## src/rtl/div8u4_seq.sv

```systemverilog
// Sequential restoring divider: DVD_W-bit dividend by DVS_W-bit divisor, BPC quotient bits per cycle.
// valid/ready on both sides; the result registers hold the last answer until the next one lands.
module div8u4_seq #(
  parameter int DVD_W = 8,
  parameter int DVS_W = 4,
  parameter int BPC   = 1
) (
  input  logic             clk,
  input  logic             rst,
  input  logic             in_valid,
  output logic             in_ready,
  input  logic [DVD_W-1:0] dividend,
  input  logic [DVS_W-1:0] divisor,
  output logic             out_valid,
  input  logic             out_ready,
  output logic [DVD_W-1:0] quotient,
  output logic [DVS_W-1:0] remainder,
  output logic             ovf,
  output logic             dbz,
  output logic [1:0]       dbg_state
);

  // Handshake: a transfer happens on a rising edge where valid and ready are both 1;
  // valid must be held until that edge, and ready never depends on valid.
  localparam int ITERS = DVD_W / BPC;
  localparam int CNT_W = (ITERS > 1) ? $clog2(ITERS) : 1;

  localparam logic [1:0] S_IDLE = 2'd0;
  localparam logic [1:0] S_RUN  = 2'd1;
  localparam logic [1:0] S_DONE = 2'd2;

  logic [1:0]       state_q, state_d;
  logic [CNT_W-1:0] cnt_q, cnt_d;
  logic [DVD_W-1:0] work_q, work_d;
  logic [DVS_W-1:0] dvs_q, dvs_d;
  logic [DVS_W-1:0] rem_q, rem_d;
  logic [DVD_W-1:0] quo_q, quo_d;
  logic [DVS_W-1:0] remo_q, remo_d;
  logic             ovf_q, ovf_d;
  logic             dbz_q, dbz_d;

  // work holds unconsumed dividend bits at the top and fresh quotient bits at the bottom.
  logic [DVS_W:0]   p;
  logic [DVD_W-1:0] w;

  always_comb begin
    p = {1'b0, rem_q};
    w = work_q;
    for (int b = 0; b < BPC; b++) begin
      p = {p[DVS_W-1:0], w[DVD_W-1]};
      w = {w[DVD_W-2:0], 1'b0};
      if (p >= {1'b0, dvs_q}) begin
        p    = p - {1'b0, dvs_q};
        w[0] = 1'b1;
      end
    end
  end

  assign in_ready  = (state_q == S_IDLE) && !rst;
  assign out_valid = (state_q == S_DONE);
  assign quotient  = quo_q;
  assign remainder = remo_q;
  assign ovf       = ovf_q;
  assign dbz       = dbz_q;
  assign dbg_state = state_q;

  always_comb begin
    state_d = state_q;
    cnt_d   = cnt_q;
    work_d  = work_q;
    dvs_d   = dvs_q;
    rem_d   = rem_q;
    quo_d   = quo_q;
    remo_d  = remo_q;
    ovf_d   = ovf_q;
    dbz_d   = dbz_q;
    case (state_q)
      S_IDLE: begin
        if (in_valid && in_ready) begin
          if (divisor == '0) begin
            quo_d   = '1;
            remo_d  = dividend[DVS_W-1:0];
            ovf_d   = 1'b0;
            dbz_d   = 1'b1;
            state_d = S_DONE;
          end else begin
            work_d  = dividend;
            dvs_d   = divisor;
            rem_d   = '0;
            cnt_d   = '0;
            state_d = S_RUN;
          end
        end
      end
      S_RUN: begin
        work_d = w;
        rem_d  = p[DVS_W-1:0];
        cnt_d  = cnt_q + 1'b1;
        if (cnt_q == CNT_W'(ITERS - 1)) begin
          quo_d   = w;
          remo_d  = p[DVS_W-1:0];
          ovf_d   = |w[DVD_W-1:DVS_W];
          dbz_d   = 1'b0;
          cnt_d   = '0;
          state_d = S_DONE;
        end
      end
      S_DONE: begin
        if (out_ready) state_d = S_IDLE;
      end
      default: state_d = S_IDLE;
    endcase
  end

  always_ff @(posedge clk or posedge rst) begin
    if (rst) begin
      state_q <= S_IDLE;
      cnt_q   <= '0;
      work_q  <= '0;
      dvs_q   <= '0;
      rem_q   <= '0;
      quo_q   <= '0;
      remo_q  <= '0;
      ovf_q   <= 1'b0;
      dbz_q   <= 1'b0;
    end else begin
      state_q <= state_d;
      cnt_q   <= cnt_d;
      work_q  <= work_d;
      dvs_q   <= dvs_d;
      rem_q   <= rem_d;
      quo_q   <= quo_d;
      remo_q  <= remo_d;
      ovf_q   <= ovf_d;
      dbz_q   <= dbz_d;
    end
  end

endmodule
```

## config.mk

```make
export PLATFORM = sky130hd
export DESIGN_NAME = div8u4_seq
export DESIGN_NICKNAME = d
export VERILOG_FILES = /design/src/rtl/div8u4_seq.sv
export SDC_FILE = /design/constraint.sdc
export NUM_CORES = 1
export LEC_CHECK = 0
export CAP_MARGIN = 25
export CORE_UTILIZATION = 35
export CTS_CLUSTER_DIAMETER = 40
export DETAILED_ROUTE_END_ITERATION = 6
export PLACE_DENSITY = 0.61
export SLEW_MARGIN = 20
export SYNTH_ARGS = -nofsm -noshare
export SYNTH_HDL_FRONTEND = slang
export SYNTH_SLANG_ARGS = --single-unit
```

## constraint.sdc

```tcl
create_clock -name clk -period 2.2 [get_ports clk]
set_input_delay 0.44 -clock clk [delete_from_list [all_inputs] [get_ports clk]]
set_output_delay 0.44 -clock clk [all_outputs]
set_load 0.02 [all_outputs]
```

-- Yosys cells after proc, flatten, opt, wreduce, memory -nomap -nowiden
Cells that the tools add are included.
- $add $sub $neg: 2
- order comparisons: 1
- eq/ne operators: 8
- multiplexer cells: 33
- bitwise logic cells: 1
- reductions and logical operators: 11
- operators by type and width (cell ; count):
    $mux W8 ; 5
    $pmux W8 S2 ; 2
    $mux W4 ; 6
    $pmux W4 S2 ; 2
    $mux W3 ; 3
    $reduce_and A3 Y1 ; 3
    $mux W2 ; 4
    $mux W1 ; 7
    $ne A2 B1 Y1 const B ; 3
    $pmux W2 S3 ; 1
    $pmux W3 S2 ; 1
    $ge A5 B4 Y1 ; 1
    $logic_not A4 Y1 ; 1
    $ne A2 B2 Y1 const B ; 2
    $pmux W1 S2 ; 2
    $reduce_and A4 Y1 ; 1
    $reduce_or A4 Y1 ; 1
    $sub A4 B4 Y4 ; 1
    $add A3 B1 Y3 const B ; 1
    $eq A3 B3 Y1 const B ; 1
    $eq A2 B1 Y1 const B ; 1
    $eq A2 B2 Y1 const B ; 1
    $logic_and A1 B1 Y1 ; 2
    $logic_not A2 Y1 ; 1
    other kinds (3) ; 3
- register bits: 35
- input bits: 16
- output and inout port bits: 18
- word-level logic and storage cells: 65

-- Longest topological paths before layout
- word-level depth: 5
- gate-level depth with buffers: 8
- depth with buffers taken out: 6

-- Worst setup path after synthesis
Ideal clock, no wire load.
- kind: input-to-reg
- start point: input port rst
- end point: register cnt_q[0]
- arrival time: 2153 ps
- data required time: 2075 ps
- setup slack: -78 ps
- cell stages on the path: 5
- buffers on the path: 1
- path through: inv_1 -> a31oi_4 -> or2_2 -> buf_2 -> mux2_2
- word-level cells in the longest chain between the ends: 5
- RTL lines (item ; line ; RTL):
    start: declaration ; 9 ; input logic rst,
    $logic_not A1 Y1 (no line) ; - ;
    $logic_and A1 B1 Y1 ; 59 ; assign in_ready = (state_q == S_IDLE) && !rst;
    $logic_and A1 B1 Y1 ; 79 ; if (in_valid && in_ready) begin
    $ne A2 B1 Y1 (no line) ; - ;
    $reduce_and A3 Y1 (no line) ; - ;
    end signal: assignment ; 128 ; cnt_q <= cnt_d;
    end: declaration ; 33 ; logic [CNT_W-1:0] cnt_q, cnt_d;
No other way between the ends.
A chain may end at the register's enable or synchronous reset.

-- Worst setup path in the final report
- start point: input port rst
- end point: output port in_ready
- word-level cells in the longest chain between the ends: 2
- RTL lines (item ; line ; RTL):
    $logic_not A1 Y1 (no line) ; - ;
    $logic_and A1 B1 Y1 ; 59 ;
    end: declaration ; 11 ; output logic in_ready,
No other way between the ends.

==> flow_summary.toml <==
[status]
status = "finished clean"

[pwr]
seqPwrFrac_pct = 33.1
power_frac_comb_pct = 54.5
clkPwrFrac_pct = 12.4
p_int_w = 0.00218
ir_drop_mv = 0.662
power.density_nw_per_um2 = 1570
p_switching_w = 0.00149
power.share.switching_pct = 40.7
total_power_w = 0.00367
leakage_nw = 1.01

[sta]
worst_pin_slew_ns = 0.450
rsz0062_at_grt = "no"
fmax_ghz = 0.476
maxSlewHeadroom_pct = 70.0
setup_viol = 0
period_share_pct = 95.5
setup_slack_ns = 0.0980
slew_viol_final = 0
skew_ns = 0.00638
final_hold_viol_count = 0
finalCriticalPeriod_ns = 2.10

[critical_path]
cp-start-kind = "input port"
crit_required_ns = 1.76
crit_start = "rst"
r2r_start = "work_q[7]"
crit_fanout = 3
worstPathArrival_ns = 1.66
reg2regPathDepth = 5
end_kind = "output pin"
critPathKind = "input port to output pin"

[synthesis]
synth_common_cells = "35 x dfrtp_1, 13 x nand2_1, 12 x o21ai_0"
async_reset_ff_share_pct = 100
yosysTopAreaCellShare_pct = 49.2
yosys_warnings = 0
ys_ff_latch = 35
seq_area_frac_synth_pct = 49.2
synth-edff-count = 0
synth_fp_nets = 182
syn_inst = 159
synth_area_leader_cell = "dfrtp_1"
synth.distinct_cells = 40
syn-cell-area_um2 = 1780
synth_ff_type = "dfrtp_1"
yosys-top-cells-area = "dfrtp_1 49%, mux2_2 5.7%, o22a_2 4.5%"
yosysMostFrequentCell = "dfrtp_1"
synth_area_per_cell_um2 = 11.2

[clock_tree]
clk_latency_ns = 0.28
root_buffer = "clkbuf_8"
path_clk_slew_ns = 0.07
cts_hold_buf = 0
clockBufferDepth = 2
cts_tree = "done"
cts_inserted_buffers = 5
cts_max_level = 2
cts.sinks = 35

[routing]
avgViaCountPerCell = 5.25
detail_route.wirelength_um = 4190
vias = 1429
drt_iter0_markers = 112
wl_per_cell_um = 15.4
drtPass1Iterations = 4
drc_errors = 0
ant_nets = 0

[placement]
hpwlAfterDp_um = 3140
routabilityCongestion = 0.842
io_buffers = 33
dp.cells = 264
placed_area_um2 = 2250
dp_worst_setup_slack_ns = -0.120

[floorplan]
die_area_um2 = 5370
start_util_pct = 36.9
die_x_um = 73.3
die_h_um = 73.3
coreArea_um2 = 4820
core.rowCount = 25
io_pins = 34

[layout]
drive_above_1_share_pct = 21.0
n_antenna_cell = 0
final_net_count = 227
final_cells = 272
area_delta_synth_final_pct = 31.5
fin_area_um2 = 2340

[global_route]
grt_pass1_wl_um = 7020
globalRouteOverflowTotal = 0
antenna_found_initial = 0
grt_pass1_vias = 1445
track_usage_pct = 17.4
grt_max_degree = 36

[hold_path]
hold_depth = 1
hold_start = "dbz"
min_path_type = "flip-flop to flip-flop"

[job]
maxCapViolations = 0
-- cell type report --
class	instances	area [µm²]
clock buffer	6	72.6
clock inverter	2	12.5
fill	455	2480
inverter	11	45.0
multi-input combinational	105	807
sequential	35	876
tap	67	83.8
timing repair buffer	46	443
-- critical path, stage by stage --
cell and delay (ns):
clkdlybuf4s50_1 0.44, nor3_1 0.15, clkdlybuf4s50_1 0.63
-- flip-flops by register name, summed over array words and instances (netlist names) --
| register | flops |
|---|---|
| dbg_state | 2 |
| remainder | 4 |
| work_q | 8 |
| ovf | 1 |
| quotient | 8 |
| dbz | 1 |
| dvs_q | 4 |
| cnt_q | 3 |
| rem_q | 4 |
-- metal layers --
metal | vias up | GRT usage, % | share of wire (%)
met4 | 0 | 5.77 | 1.5
met1 | 709 | 22.2 | 44
met5 | - | 0 | 0
met2 | 41 | 29.8 | 50
met3 | 7 | 3.02 | 4.5
li1 | 672 | - | -
-- stage by stage --
| stage | hold WS [ns] | util (%) | setup TNS (ns) |
|---|---|---|---|
| floorplan | 0.402 | - | 0 |
| global placement | 0.478 | 46.8 | -0.580 |
| detailed placement | 0.484 | 46.8 | -1.81 |
| CTS | 0.501 | 48.5 | 0 |
| global route | 0.512 | 48.6 | 0 |
| finish | 0.492 | 48.6 | 0 |
-- cells in the final DEF (no fill, tap or decap), drive strengths merged, types with 2 or more instances in the layout --
master,Yosys,layout
mux2i,4,4
and2,2,2
nand2,13,13
mux2,9,9
dfrtp,35,35
nor2,5,5
o22a,8,8
inv,11,10
clkinvlp,0,2
a21oi,7,7
nand4b,2,2
o211ai,7,7
a41oi,3,3
or4,5,5
buf,4,13
ha,6,6
o21ai,12,12
clkdlybuf4s50,0,32
clkbuf,4,6
a31oi,2,2
o31ai,2,2
nand2b,3,3
a22o,2,2
-- final timing paths --
kind                           endpoint  slack [ns]
min reg2reg                         dbz        0.49
min in group asynchronous      dvs_q[1]        0.79
max reg2reg                remainder[1]        0.17
max in group asynchronous           dbz        1.09
min                                 dbz        0.49
max                            in_ready         0.1
-- power by group through the flow --
| stage | Clock [W] | Sequential, W | Combinational, W |
|---|---|---|---|
| 4_1_cts | 0.000470 | 0.00121 | 0.00200 |
| 3_5_place_dp | 0 | 0.00122 | 0.00199 |
| 5_1_grt | 0.000494 | 0.00126 | 0.00220 |
| 2_1_floorplan | 0 | 0.00132 | 0.00116 |
| 3_3_place_gp | 0 | 0.00121 | 0.00191 |
| 6_report | 0.000456 | 0.00121 | 0.00200 |
-- cell families (layout without fill, tap and decap cells) --
kind of cell | count (synthesis) | after routing | share of synthesized area [%]
fa+ha+maj | 7 | 7 | 5.34
xor+xnor | 1 | 1 | 0.492
mux | 13 | 13 | 7.95
buf+inv | 19 | 65 | 5.41
simple gates | 38 | 38 | 11.9
flops | 35 | 35 | 49.2
compound gates | 46 | 46 | 19.7
-- timing repair --
action                                  4_1_cts  5_1_grt
setup buffers                                 0        0
endpoints found under the setup margin        0        1
resized for setup                             0        1
Power figures use the tool's default switching activity.
